### config.mk
export PLATFORM = sky130hd
export DESIGN_NAME = obi_burst_loader
export DESIGN_NICKNAME = d
export VERILOG_FILES = /design/src/rtl/obi_burst_loader.sv
export SDC_FILE = /design/constraint.sdc
export NUM_CORES = 1
export LEC_CHECK = 0
export ABC_AREA = 1
export CAP_MARGIN = 20
export CORE_MARGIN = 2
export CORE_UTILIZATION = 30
export DETAILED_ROUTE_END_ITERATION = 12
export PLACE_DENSITY = 0.6
export SYNTH_ARGS = -nofsm -noshare
export SYNTH_HDL_FRONTEND = slang
export SYNTH_SLANG_ARGS = --single-unit
### constraint.sdc
create_clock -name clk -period 2.3 [get_ports clk]
set_input_delay 0.345 -clock clk [delete_from_list [all_inputs] [get_ports clk]]
set_output_delay 0.345 -clock clk [all_outputs]
set_load 0.01 [all_outputs]
### src/rtl/obi_burst_loader.sv
`default_nettype none
// ============================================================================
// Module   : obi_burst_loader
// Purpose  : Buffers host write words in a FIFO and streams them into X-HEEP
//            as single-outstanding OBI writes; also serves OBI word readback.
// Revision : 1.0
// ============================================================================
module obi_burst_loader #(
   parameter int pDATA_WIDTH = 32,
   parameter int pADDR_WIDTH = 32,
   parameter int pFIFO_DEPTH = 8,
   parameter int pCNT_WIDTH  = 16
) (
   input  logic                            clk,
   input  logic                            reset,
   input  logic                            wr_valid,
   output logic                            wr_ready,
   input  logic [pDATA_WIDTH-1:0]          wr_data,
   input  logic                            addr_load,
   input  logic [pADDR_WIDTH-1:0]          addr_value,
   input  logic                            incr_en,
   input  logic                            rd_req,
   output logic                            rd_ready,
   input  logic [pADDR_WIDTH-1:0]          rd_addr,
   output logic                            rd_valid,
   output logic [pDATA_WIDTH-1:0]          rd_data,
   output logic [$clog2(pFIFO_DEPTH):0]    fifo_count,
   output logic                            busy,
   output logic [pCNT_WIDTH-1:0]           wr_done_count,
   output logic                            req,
   output logic                            we,
   output logic [pDATA_WIDTH/8-1:0]        be,
   output logic [pADDR_WIDTH-1:0]          addr,
   output logic [pDATA_WIDTH-1:0]          wdata,
   input  logic                            gnt,
   input  logic                            rvalid,
   input  logic [pDATA_WIDTH-1:0]          rdata
);

   localparam int c_ptr_w = $clog2(pFIFO_DEPTH);
   localparam int c_cnt_w = c_ptr_w + 1;
   localparam int c_be_w  = pDATA_WIDTH / 8;
   localparam logic [c_cnt_w-1:0]     c_depth  = c_cnt_w'(pFIFO_DEPTH);
   localparam logic [pADDR_WIDTH-1:0] c_stride = pADDR_WIDTH'(c_be_w);

   typedef enum logic [2:0] {
      IDLE    = 3'd0,
      WR_REQ  = 3'd1,
      WR_RESP = 3'd2,
      RD_REQ  = 3'd3,
      RD_RESP = 3'd4
   } state_e;

   state_e                   state_q, state_d;
   logic [pDATA_WIDTH-1:0]   fifo_mem_q [pFIFO_DEPTH];
   logic [c_ptr_w-1:0]       wr_idx_q, wr_idx_d;
   logic [c_ptr_w-1:0]       rd_idx_q, rd_idx_d;
   logic [c_cnt_w-1:0]       count_q, count_d;
   logic [pADDR_WIDTH-1:0]   ptr_q, ptr_d;
   logic                     req_q, req_d;
   logic                     we_q, we_d;
   logic [c_be_w-1:0]        be_q, be_d;
   logic [pADDR_WIDTH-1:0]   addr_q, addr_d;
   logic [pDATA_WIDTH-1:0]   wdata_q, wdata_d;
   logic                     rd_valid_q, rd_valid_d;
   logic [pDATA_WIDTH-1:0]   rd_data_q, rd_data_d;
   logic                     busy_q, busy_d;
   logic [pCNT_WIDTH-1:0]    done_cnt_q, done_cnt_d;

   logic push;
   logic wr_grant;
   logic rd_accept;
   logic [pDATA_WIDTH-1:0] next_wdata;

   assign wr_ready  = (count_q < c_depth);
   assign rd_ready  = (state_q == IDLE) && (count_q == '0);
   assign push      = wr_valid & wr_ready;
   assign wr_grant  = req_q & we_q & gnt;
   assign rd_accept = rd_req & rd_ready;

   // A word pushed into an empty FIFO is forwarded straight onto wdata so the
   // request can be issued the very next cycle.
   assign next_wdata = (count_q == '0) ? wr_data : fifo_mem_q[rd_idx_q];

   always_comb begin
      wr_idx_d = push ? wr_idx_q + c_ptr_w'(1) : wr_idx_q;
      rd_idx_d = wr_grant ? rd_idx_q + c_ptr_w'(1) : rd_idx_q;
      count_d  = count_q;
      case ({push, wr_grant})
         2'b10:   count_d = count_q + c_cnt_w'(1);
         2'b01:   count_d = count_q - c_cnt_w'(1);
         default: count_d = count_q;
      endcase

      ptr_d = ptr_q;
      if (addr_load) begin
         ptr_d = addr_value;
      end else if (wr_grant && incr_en) begin
         ptr_d = ptr_q + c_stride;
      end
   end

   always_comb begin
      state_d    = state_q;
      req_d      = req_q;
      we_d       = we_q;
      be_d       = be_q;
      addr_d     = addr_q;
      wdata_d    = wdata_q;
      rd_valid_d = 1'b0;
      rd_data_d  = rd_data_q;
      done_cnt_d = done_cnt_q;

      case (state_q)
         IDLE: begin
            if (rd_accept) begin
               state_d = RD_REQ;
               req_d   = 1'b1;
               we_d    = 1'b0;
               be_d    = '1;
               addr_d  = rd_addr;
            end else if ((count_q != '0) || push) begin
               state_d = WR_REQ;
               req_d   = 1'b1;
               we_d    = 1'b1;
               be_d    = '1;
               addr_d  = ptr_d;
               wdata_d = next_wdata;
            end
         end
         WR_REQ: begin
            if (gnt) begin
               state_d = WR_RESP;
               req_d   = 1'b0;
               we_d    = 1'b0;
               be_d    = '0;
            end
         end
         WR_RESP: begin
            if (rvalid) begin
               state_d    = IDLE;
               done_cnt_d = done_cnt_q + pCNT_WIDTH'(1);
            end
         end
         RD_REQ: begin
            if (gnt) begin
               state_d = RD_RESP;
               req_d   = 1'b0;
               be_d    = '0;
            end
         end
         RD_RESP: begin
            if (rvalid) begin
               state_d    = IDLE;
               rd_data_d  = rdata;
               rd_valid_d = 1'b1;
            end
         end
         default: state_d = IDLE;
      endcase

      busy_d = (state_d != IDLE) || (count_d != '0);
   end

   always_ff @(posedge clk) begin
      if (reset) begin
         state_q    <= IDLE;
         wr_idx_q   <= '0;
         rd_idx_q   <= '0;
         count_q    <= '0;
         ptr_q      <= '0;
         req_q      <= 1'b0;
         we_q       <= 1'b0;
         be_q       <= '0;
         addr_q     <= '0;
         wdata_q    <= '0;
         rd_valid_q <= 1'b0;
         rd_data_q  <= '0;
         busy_q     <= 1'b0;
         done_cnt_q <= '0;
      end else begin
         state_q    <= state_d;
         wr_idx_q   <= wr_idx_d;
         rd_idx_q   <= rd_idx_d;
         count_q    <= count_d;
         ptr_q      <= ptr_d;
         req_q      <= req_d;
         we_q       <= we_d;
         be_q       <= be_d;
         addr_q     <= addr_d;
         wdata_q    <= wdata_d;
         rd_valid_q <= rd_valid_d;
         rd_data_q  <= rd_data_d;
         busy_q     <= busy_d;
         done_cnt_q <= done_cnt_d;
      end
   end

   // Storage needs no reset: occupancy is tracked by the indices and count.
   always_ff @(posedge clk) begin
      if (push) begin
         fifo_mem_q[wr_idx_q] <= wr_data;
      end
   end

   assign fifo_count    = count_q;
   assign busy          = busy_q;
   assign wr_done_count = done_cnt_q;
   assign req           = req_q;
   assign we            = we_q;
   assign be            = be_q;
   assign addr          = addr_q;
   assign wdata         = wdata_q;
   assign rd_valid      = rd_valid_q;
   assign rd_data       = rd_data_q;

endmodule
`default_nettype wire

==> results of run 1 <==
-- layer usage --
metal	routed length, um	up-vias	track usage
li1	-	6693	-
met4	1090	4	0.0490
met5	33	-	0
met2	24200	431	0.279
met3	3360	77	0.0353
met1	22200	6696	0.212
-- placed cells by master (no fill, tap or decap), types with 48 or more instances in the layout --
master	instances
clkdlybuf4s50_1	259
edfxtp_1	256
o21ai_0	219
clkbuf_16	48
nand3_1	58
dfxtp_1	161
inv_1	92
nand2_1	269
buf_4	53
nor2_1	259
a21oi_1	103
-- flip-flops by register name, indices dropped and copies added, names as in the netlist, named ones only --
signal	flops
ptr_q	32
rd_idx_q	3
wr_idx_q	3
wdata	32
rd_data	32
be	1
addr	32
we	1
rd_valid	1
state_q	3
busy	1
fifo_mem_q	256
fifo_count	4
wr_done_count	16
-- power groups by stage --
stage / sequential [W] / combinational, W / clock, W
6_report: 0.00883 / 0.00358 / 0.00749
5_1_grt: 0.00888 / 0.00390 / 0.00798
4_1_cts: 0.00883 / 0.00363 / 0.00768
3_5_place_dp: 0.00898 / 0.00361 / 0
3_3_place_gp: 0.00898 / 0.00359 / 0
2_1_floorplan: 0.00908 / 0.00170 / 0
-- worst paths after layout --
| path | depth (start not counted) | end | start |
|---|---|---|---|
| worst max-delay path | 5 | rd_ready | fifo_count[3]$_SDFF_PP0_ |
| worst min-delay path | 4 | ptr_q[10]$_SDFF_PP0_ | reset |
| worst max register to register | 10 | busy$_SDFF_PP0_ | fifo_count[3]$_SDFF_PP0_ |
| worst min register to register | 2 | rd_data[8]$_SDFFE_PP0P_ | rd_data[8]$_SDFFE_PP0P_ |
-- cells by family after synthesis --
logic type | after synthesis | share of synthesized area
and+or+nand+nor | 660 | 0.162
AOI/OAI and AO/OA | 457 | 0.150
xor gates and xnor gates | 16 | 0.00799
buffers and inverters | 207 | 0.0504
DFF | 420 | 0.625
adders and majority gates | 7 | 0.00499
-- layout make-up --
cell class / instances / area share
multi-input combinational: 1140 / 0.250
inverter: 102 / 0.0171
clock inverter: 22 / 0.0106
tap: 765 / 0.0416
timing repair buffer: 332 / 0.146
antenna: 1 / 0.000109
clock buffer: 62 / 0.0571
sequential: 420 / 0.477
-- what timing repair did --
item	4_1_cts	5_1_grt
hold endpoints to repair	0	0
setup endpoints to repair	1	0
resized for setup	1	0
-- critical path, delay by kind of cell, from the launching register on --
family        cells  cell delay, ns
simple gates      3            0.42
buf+inv           2            0.47
flops             1            0.31
-- through the flow --
stage	area, um2	TNS [ns]
6_report	23000	0
5_1_grt	23000	0
4_1_cts	23000	0
3_5_place_dp	21400	-0.242
3_3_place_gp	21400	-0.283
2_1_floorplan	17600	-43.10
==> flow_metrics.py, run 1 <==
metrics = {
    "placement": {
        "numPortBuffers": 261,
        "hpwl_um": 33800,
        "dpl.cell_count": 2759,
        "gp_congestion": 0.897,
        "pre_cts_slack_ns": -0.242,
    },
    "layout": {
        "area_growth_pct": 31.1,
        "nNetsFinal": 2185,
        "multiInputGateArea_um2": 5750,
        "fin_cells": 2844,
        "drive_gt1_frac": 0.0977,
        "post-route-util": 0.398,
        "ff_latch_area_um2": 11000,
        "n_fill_cell": 5618,
    },
    "die": {
        "coreArea_um2": 57800,
        "die_area_um2": 60400,
        "io_pins": 262,
        "die_w_um": 246,
        "rows": 88,
        "start_util": 0.303,
        "die_y_um": 246,
    },
    "timing": {
        "hold_violations": 0,
        "fmax_mhz": 470,
        "relSlewSlack": 0.641,
        "skew_ns": 0.0192,
        "finalSetupViolCount": 0,
        "worst_pin_slew_ns": 0.538,
        "fin_crit_sh": 0.924,
        "setup_ws_ns": 0.174,
        "grt_setup_unrepaired": "false",
        "hold-worst-slack_ns": 0.231,
        "finalMaxSlewViolations": 0,
        "min_period_ns": 2.13,
    },
    "synthesis": {
        "yosys_register_bits": 420,
        "synthTopCellsByArea": "edfxtp_1, dfxtp_1, o21ai_0, nand2_1, nor2_1",
        "yosys.cell_types.count": 47,
        "synth_top_area_frac": 0.438,
        "syn_avg_cell_area_um2": 9.93,
        "syn_inst": 1767,
        "yosys_warnings": 0,
        "synth_top_cell_by_area": "edfxtp_1",
        "syn_nets": 1910,
        "seq_area_frac_synth": 0.625,
        "synthTopCellsByCount": "nand2_1, nor2_1, edfxtp_1",
        "yosysMostFrequentCell": "nand2_1",
        "async_flop_share": 0,
        "synth_edf_count": 256,
        "syn_area_um2": 17500,
        "yosys_most_used_dff": "edfxtp_1",
    },
    "drt": {
        "drtIter0Drc": 921,
        "drc": 0,
        "wirelength_um": 51000,
        "postRouteAntennaNets": 0,
        "vias": 13901,
        "firstDrtPassIters": 5,
        "routed_via_density": 4.89,
        "routedWlPerCell_um": 17.9,
    },
    "power": {
        "power.leakage_nw": 8.30,
        "internal-power_w": 0.0144,
        "combPwrFrac": 0.180,
        "power.ir.vdd_worst_uv": 619,
        "power.density_nw_per_um2": 865,
        "switchingPower_w": 0.00546,
        "power_w": 0.0199,
        "clkPwrFrac": 0.376,
        "seq_power_share": 0.444,
        "swShare": 0.274,
    },
    "setup_path": {
        "ff2ff_setup_slack_ns": 0.27,
        "cpPeakStageDelay_ns": 0.32,
        "critPathSlowestCell": "dlygate4sd2_1",
        "required_ns": 1.96,
        "crit_type": "flop to primary output",
        "worstPathMaxFanout": 3,
        "cp-start-kind": "flop",
        "cp.arrival_ns": 1.78,
        "path_cells": "buf_4 -> nor2_2 -> nand3_4 -> nor2_8 -> dlygate4sd2_1",
        "worst_setup_path_end_kind": "primary output",
    },
    "clocking": {
        "htree_levels": 2,
        "clock_latency_ns": 0.60,
        "clk_pin_slew_ns": 0.06,
        "cts_tree": "done",
        "hold_buffers": 0,
        "clockBufferDepth": 3,
        "clock_sinks": 420,
        "tritoncts.num_buffers": 46,
        "postCtsSetupBuffers": 0,
        "cts_root_buffer": "clkbuf_16",
    },
    "worst_hold_path": {
        "min_path_type": "input pin to flop",
    },
    "global_routing": {
        "grtUsageTotal": 0.165,
        "grt_overflow": 0,
        "grt_pass1_wl_um": 78400,
        "antenna_found_initial": 3,
        "grt_pass1_vias": 13646,
        "grt_max_degree": 93,
    },
    "outcome": {
        "status": "finished, final reports clean",
    },
    "job": {
        "maxCapViolCount": 0,
    },
}
Note: power is estimated with default switching activity, not from simulation.
==> inputs of run 2 (changes only) <==
--- a/config.mk
+++ b/config.mk
@@ -11,6 +11,7 @@
 export CORE_UTILIZATION = 30
 export DETAILED_ROUTE_END_ITERATION = 12
 export PLACE_DENSITY = 0.6
+export SLEW_MARGIN = 0
 export SYNTH_ARGS = -nofsm -noshare
 export SYNTH_HDL_FRONTEND = slang
 export SYNTH_SLANG_ARGS = --single-unit
==> results of run 2 <==
Final layout, timing and power as in run 1 (identical DEF).
==> inputs of run 3 (changes only) <==
--- a/config.mk
+++ b/config.mk
@@ -11,7 +11,7 @@
 export CORE_UTILIZATION = 30
 export DETAILED_ROUTE_END_ITERATION = 12
 export PLACE_DENSITY = 0.6
-export SLEW_MARGIN = 0
+export SLEW_MARGIN = 30
 export SYNTH_ARGS = -nofsm -noshare
 export SYNTH_HDL_FRONTEND = slang
 export SYNTH_SLANG_ARGS = --single-unit
==> results of run 3 <==
Final layout, timing and power as in run 1 (identical DEF).
